$ cat src/rtl/alu_arbiter.sv
// alu_arbiter: two requesters share one combinational ALU through an IDLE/EXEC/RESP FSM.
// Define ALU_ARBITER_ROUND_ROBIN_EN for round-robin arbitration; otherwise req0 has fixed priority.
module alu_arbiter #(
   parameter int WIDTH = 32
) (
   input  logic             clk,
   input  logic             rst_n,
   input  logic             req0_valid,
   input  logic             req1_valid,
   output logic             req0_ready,
   output logic             req1_ready,
   input  logic [WIDTH-1:0] req0_a,
   input  logic [WIDTH-1:0] req1_a,
   input  logic [WIDTH-1:0] req0_b,
   input  logic [WIDTH-1:0] req1_b,
   input  logic [2:0]       req0_op,
   input  logic [2:0]       req1_op,
   output logic             resp_valid,
   input  logic             resp_ready,
   output logic             resp_id,
   output logic [WIDTH-1:0] resp_result,
   output logic             resp_zero,
   output logic [WIDTH-1:0] alu_in_0,
   output logic [WIDTH-1:0] alu_in_1,
   output logic [2:0]       alu_op,
   input  logic [WIDTH-1:0] alu_result,
   input  logic             alu_zero,
   output logic             busy
);
   typedef enum logic [1:0] {IDLE, EXEC, RESP} state_t;
   state_t           r_state, w_next;
   logic [WIDTH-1:0] r_a, r_b, r_result;
   logic [2:0]       r_op;
   logic             r_id, r_last_grant, r_zero;
   logic             w_idle, w_grant1, w_accept;

   // readies are gated by rst_n so every output reads 0 while reset is held
   assign w_idle = (r_state == IDLE) && rst_n;
`ifdef ALU_ARBITER_ROUND_ROBIN_EN
   assign w_grant1 = req1_valid && (!req0_valid || !r_last_grant);
`else
   assign w_grant1 = req1_valid && !req0_valid;
`endif
   assign w_accept    = w_idle && (req0_valid || req1_valid);
   assign req0_ready  = w_accept && !w_grant1;
   assign req1_ready  = w_accept && w_grant1;
   assign resp_id     = resp_valid && r_id;
   assign resp_result = r_result;
   assign resp_zero   = r_zero;

   // state register
   always_ff @(posedge clk or negedge rst_n)
      if (!rst_n) r_state <= IDLE;
      else        r_state <= w_next;

   // next state and state-decoded outputs
   always_comb begin
      w_next     = r_state;
      busy       = 1'b0;
      resp_valid = 1'b0;
      alu_in_0   = '0;
      alu_in_1   = '0;
      alu_op     = '0;
      case (r_state)
         IDLE: w_next = w_accept ? EXEC : IDLE;
         EXEC: begin
            w_next   = RESP;
            busy     = 1'b1;
            alu_in_0 = r_a;
            alu_in_1 = r_b;
            alu_op   = r_op;
         end
         RESP: begin
            w_next     = resp_ready ? IDLE : RESP;
            busy       = 1'b1;
            resp_valid = 1'b1;
         end
         default: w_next = IDLE;
      endcase
   end

   // operand latch at acceptance, result capture at the end of EXEC
   always_ff @(posedge clk or negedge rst_n)
      if (!rst_n) begin
         r_a          <= '0;
         r_b          <= '0;
         r_op         <= '0;
         r_id         <= 1'b0;
         r_last_grant <= 1'b1;
         r_result     <= '0;
         r_zero       <= 1'b0;
      end else begin
         if (w_accept) begin
            r_a          <= w_grant1 ? req1_a : req0_a;
            r_b          <= w_grant1 ? req1_b : req0_b;
            r_op         <= w_grant1 ? req1_op : req0_op;
            r_id         <= w_grant1;
            r_last_grant <= w_grant1;
         end
         if (r_state == EXEC) begin
            r_result <= alu_result;
            r_zero   <= alu_zero;
         end
      end
endmodule

$ cat config.mk
export PLATFORM = sky130hd
export DESIGN_NAME = alu_arbiter
export DESIGN_NICKNAME = d
export VERILOG_FILES = /design/src/rtl/alu_arbiter.sv
export SDC_FILE = /design/constraint.sdc
export NUM_CORES = 1
export LEC_CHECK = 0
export CAP_MARGIN = 10
export CORE_MARGIN = 8
export CORE_UTILIZATION = 25
export DETAILED_ROUTE_END_ITERATION = 7
export GPL_TIMING_DRIVEN = 0
export PLACE_DENSITY_LB_ADDON = 0.05
export SYNTH_ARGS = -nofsm -noshare
export SYNTH_HDL_FRONTEND = slang
export SYNTH_SLANG_ARGS = --single-unit
$ cat constraint.sdc
create_clock -name clk -period 4.1 [get_ports clk]
set_input_delay 0.41 -clock clk [delete_from_list [all_inputs] [get_ports clk]]
set_output_delay 0.41 -clock clk [all_outputs]
set_load 0.1 [all_outputs]
==> impl_metrics.ini, run 1 <==
[run_status]
status = finished, violations left
violations = negative hold slack

[clocking]
cts_hold_buf = 0
cts_setup_buffers = 0
clockRootBuffer = clkbuf_16
cts_resized = 0
numCtsBuffers = 9
cts_tree = yes
cts.sinks = 103
ctsLongestPathBuffers = 2
clock_latency_ps = 360
clk_pin_slew_worst_paths_ps = 80
h-tree-depth = 3

[timing]
tightestPinTransition_ps = 1040
slew-limit-headroom_pct = 30.3
period_minus_slack_ps = 3570
min_period_over_period_pct = 87.2
tns_ps = 0
finalHoldViolations = 3
rsz0062_at_grt = false
fin_hold_ws_ps = -5.67
slew_violations = 0
finalSetupViolCount = 0
clock_skew_ps = 8.68
setup_ws_ps = 526
fmax_mhz = 280

[floorplan]
row_count = 52
core_area_um2 = 20200
start_util_pct = 25.4
pin_count = 277
dieHeight_um = 159
dieArea_um2 = 25400
die-width_um = 159

[job]
cap_violations = 0

[drt]
drt-wirelength-per-cell_um = 19.8
drtIter0Drc = 268
vias = 4933
drt-total-wl_mm = 20.6
dr.pass1.iters = 4
drc_errors = 0
final_antenna_net_count = 0
vias_per_cell = 4.75

[pwr]
switching_share_pct = 52.7
ir_drop_uv = 519
power_density_nw_per_um2 = 735
clkPwrFrac_pct = 14.1
pwr-share-seq_pct = 27.0
p_leak_nw = 3.31
power.switching_mw = 3.32
pwr-share-comb_pct = 58.9
internal_power_mw = 2.97

[cells_and_area]
instances_no_fill = 1038
area.growth.synth_to_final_pct = 66.8
drive_gt1_share_pct = 9.77
nNetsFinal = 938
num_antenna_cells = 0

[worst_setup_path]
critPathBufInv = 5
cpPeakStageDelay_ps = 1180
crit_required_ps = 3690
end_kind = primary output
critPathSlowestCell = clkdlybuf4s50_1
crit_arrival_ps = 3160
path_cells = buf_6, buf_16, and2_1, buf_4, buf_4, and2_1, clkdlybuf4s50_1
start_kind = primary input
crit_fanout = 54
crit_type = in2out
path_delay_family = buffers and inverters

[global_routing]
grt_pass1_wl_mm = 31.9
grt_pass1_vias = 5408
grt_use_total_pct = 15.9
grt_max_degree = 55
overflow = 0
grt_antenna_before_repair = 0

[synth]
synthCells = 475
synth_area_um2 = 5130
yosys_warnings = 0
synth_cell_types = 21
synth-seq-cells = 103
synth-seq-area-share_pct = 50.2
postSynthAreaPerCell_um2 = 10.8
synth_fp_nets = 650

[placement]
dp_hpwl_mm = 15.7
post-place-ws_ps = 434
port-buffer-count = 276
gp_congestion = 0.772
dp.cells = 1022

[worst_hold_path]
min_path_type = in2async
==> flip-flops by register name, summed over array words and instances (netlist names) <==
signal / cells
r_b: 32
r_id: 1
r_state: 2
resp_zero: 1
resp_result: 32
r_op: 3
r_a: 32
==> synthesized netlist by cell type <==
master	count	area (um2)
nor2_1	1	3.75
buf_6	3	33.8
o2bb2ai_1	30	263
clkbuf_1	22	82.6
ha_1	3	37.5
dfrtp_1	103	2580
nand2_1	2	7.51
a31oi_1	37	231
and2_1	70	438
mux2_2	33	372
buf_1	1	3.75
nor2b_1	38	238
buf_4	7	52.6
inv_1	3	11.3
o21ai_0	31	155
buf_2	14	70.1
o21ai_1	7	35.0
a22oi_1	67	503
and3_1	1	6.26
o22ai_1	1	6.26
a21oi_1	1	5.00
==> worst paths after layout <==
check                                     start             endpoint  slack (ps)  cells after the start
setup / recovery                          rst_n           req1_ready         530                      7
hold / removal                            rst_n   r_b[8]$_DFFE_PN0P_          -6                      1
setup reg to reg           r_state[0]$_DFF_PN0_  r_a[22]$_DFFE_PN0P_        2290                      6
hold reg to reg              r_a[6]$_DFFE_PN0P_   r_a[6]$_DFFE_PN0P_         480                      1
max in group asynchronous                 rst_n   r_a[0]$_DFFE_PN0P_        3440                      2
min in group clk             r_a[6]$_DFFE_PN0P_   r_a[6]$_DFFE_PN0P_         480                      1
==> per-layer routing <==
| metal | wire [um] | up-vias | track usage [%] |
|---|---|---|---|
| li1 | - | 2317 | - |
| met1 | 8610 | 2392 | 18.9 |
| met2 | 9790 | 202 | 26.2 |
| met3 | 1830 | 22 | 6.23 |
| met4 | 361 | 0 | 5.02 |
| met5 | 0 | - | 0 |
==> cell usage in the layout (no fill, tap or decap), types with 9 or more instances in the layout <==
| master | n |
|---|---|
| dfrtp_1 | 103 |
| clkbuf_16 | 9 |
| mux2_2 | 33 |
| buf_2 | 14 |
| a22oi_1 | 67 |
| a31oi_1 | 37 |
| clkbuf_1 | 22 |
| clkdlybuf4s50_1 | 275 |
| nor2b_1 | 38 |
| o2bb2ai_1 | 30 |
| and2_1 | 70 |
| o21ai_0 | 31 |
==> metrics by stage <==
stage / area (um2) / utilization [%] / hold slack, ps / power (mW)
after CTS: 8560 / 42.5 / 18.4 / 6.37
final: 8560 / 42.5 / -5.67 / 6.29
after global routing: 8560 / 42.5 / 28.6 / 6.58
after detailed placement: 8260 / 41.0 / 409 / 5.45
after floorplan: 5130 / - / 114 / 4.43
after global placement: 8230 / 40.8 / 462 / 5.40
==> cells by family (layout without fill, tap and decap cells) <==
group	count (synthesis)	after routing	synth area share, %
fa+ha+maj	3	3	0.731
buf+inv	50	343	4.95
flops	103	103	50.2
mux	33	33	7.24
simple gates	112	112	13.5
compound gates	174	174	23.4
==> power by group through the flow <==
stage	registers, mW	clock network [mW]	logic (mW)
after CTS	1.70	0.922	3.75
after detailed placement	1.71	0	3.74
final	1.70	0.886	3.71
after floorplan	2.88	0	1.55
after global placement	1.69	0	3.70
after global routing	1.75	0.954	3.87
==> worst register-to-register path, cell delays in order, from the launching register on <==
cell,delay [ps]
dfrtp_1,360
inv_1,90
ha_1,240
and2_1,190
o21ai_1,270
clkbuf_1,430
o2bb2ai_1,180
==> cell type report <==
cell class	count	area [um2]
Multi-Input combinational cell	322	2300
Timing Repair Buffer	277	2790
Fill cell	1944	11600
Tap cell	270	338
Clock inverter	6	62.6
Clock buffer	10	239
Sequential cell	103	2580
Buffer	47	243
Inverter	3	11.3
(Power assumes the default switching activity.)
==> run 2, diff against run 1 <==
Settings changed: DONT_BUFFER_PORTS set to 1, GPL_TIMING_DRIVEN 0 to not set, RECOVER_POWER set to 100.
==> impl_metrics.ini, run 2 (synthesized netlist as in run 1, its figures left out) <==
[pwr]
ir_drop_uv = 410
power_density_nw_per_um2 = 981
p_leak_nw = 2.10
totalPowerFinal_mw = 5.51

[timing]
min_period_over_period_pct = 84.4
tns_ps = 0
finalHoldViolations = 0
clock_skew_ps = 11.1
rsz0062_at_grt = false
tightestPinTransition_ps = 1950
slew-limit-headroom_pct = -29.7
finalSetupViolCount = 0
fmax_mhz = 289
fin_hold_ws_ps = 160
slew_violations = 22
period_minus_slack_ps = 3460

[drt]
drtIter0Drc = 286
drt-wirelength-per-cell_um = 24.2
dr.pass1.iters = 4
final_antenna_net_count = 0
drc_errors = 0
vias_per_cell = 5.24
vias = 3797
drt-total-wl_mm = 17.5

[cells_and_area]
num_antenna_cells = 0
mostFrequentLayoutCells = 103 x dfrtp_1, 68 x and2_0, 67 x a22oi_1, 38 x o21ai_0
drive_gt1_share_pct = 13.0
final_cell_area_um2 = 5620
instances_no_fill = 724
area.growth.synth_to_final_pct = 9.48
nNetsFinal = 624
final_common_cell = dfrtp_1

[clocking]
cts_resized = 0
ctsLongestPathBuffers = 2
cts_setup_buffers = 0
clockRootBuffer = clkbuf_16
clock_latency_ps = 350
cts_hold_buf = 1
h-tree-depth = 3
numCtsBuffers = 9
cts_tree = yes
clk_pin_slew_worst_paths_ps = 70
cts.sinks = 103

[worst_setup_path]
end_kind = primary output
cpPeakStageDelay_ps = 1130
path_cells = inv_1, ha_2, buf_12, and2_0
crit_arrival_ps = 3050
start_kind = flip-flop
path_delay_family = simple AND/OR/NAND/NOR gates
crit_type = reg2out
critPathBufInv = 2
crit_fanout = 64
crit_required_ps = 3690
critPathSlowestCell = and2_0

[placement]
dp.cells = 706
gp_congestion = 0.722
port-buffer-count = 0
dp_hpwl_mm = 11.5
placed_area_um2 = 5310

[run_status]
violations = max-capacitance violations, max-slew violations
status = finished, violations left

[floorplan]
dieHeight_um = 159
dieArea_um2 = 25400
die-width_um = 159
pin_count = 277
row_count = 52
start_util_pct = 25.4
core_area_um2 = 20200

[job]
cap_violations = 1

[global_routing]
grt_use_total_pct = 13.6
grt_max_degree = 104
grt_pass1_wl_mm = 26.8
grt_antenna_before_repair = 1
overflow = 0
grt_pass1_vias = 4190

[worst_hold_path]
min_path_type = in2reg
-- run 2: per-layer routing --
metal	GRT usage [%]	routed length (um)	vias up
met4	4.16	209	0
met1	17.2	7680	1905
met3	4.29	1460	12
met2	21.6	8150	187
li1	-	-	1693
met5	0	0	-
-- run 2: final timing paths --
kind                                      start                    to  slack [ps]  cells after the start
setup / recovery           r_state[1]$_DFF_PN0_          alu_in_0[20]         640                      4
hold / removal                       resp_ready  r_state[1]$_DFF_PN0_         160                      1
setup reg to reg           r_state[0]$_DFF_PN0_   r_b[12]$_DFFE_PN0P_        1120                      6
hold reg to reg             r_a[24]$_DFFE_PN0P_   r_a[24]$_DFFE_PN0P_         490                      1
max in group asynchronous                 rst_n    r_b[9]$_DFFE_PN0P_        2910                      2
min in group asynchronous                 rst_n    r_b[8]$_DFFE_PN0P_         610                      2
-- run 2: cell type report --
cell class | count | area (um2)
Clock buffer | 10 | 229
Clock inverter | 6 | 51.3
Fill cell | 2103 | 14600
Inverter | 3 | 11.3
Multi-Input combinational cell | 322 | 2310
Sequential cell | 103 | 2580
Tap cell | 270 | 338
Timing Repair Buffer | 10 | 103
-- run 2: report_power, final --
part | internal [mW] | total [mW] | switching, mW | leakage, nW
Clock | 0.424 | 0.852 | 0.428 | 0.139
Sequential | 1.42 | 2.98 | 1.55 | 1.24
Combinational | 0.482 | 1.68 | 1.20 | 0.723
Total | 2.33 | 5.51 | 3.18 | 2.10
-- run 2: worst reg2reg max path: stages, from the launching register on --
cell     delay (ps)
dfrtp_1         380
inv_1           120
ha_1            210
and3_1         1480
buf_4           490
a22oi_1         100
o21ai_0         120
-- run 2: per-stage QoR --
| step | util (%) | worst slack (ps) |
|---|---|---|
| final | 27.9 | 638 |
| after global routing | 27.9 | 463 |
| after CTS | 27.9 | 897 |
| after detailed placement | 26.3 | 1290 |
| after global placement | 26.3 | 1320 |
| after floorplan | - | 1530 |
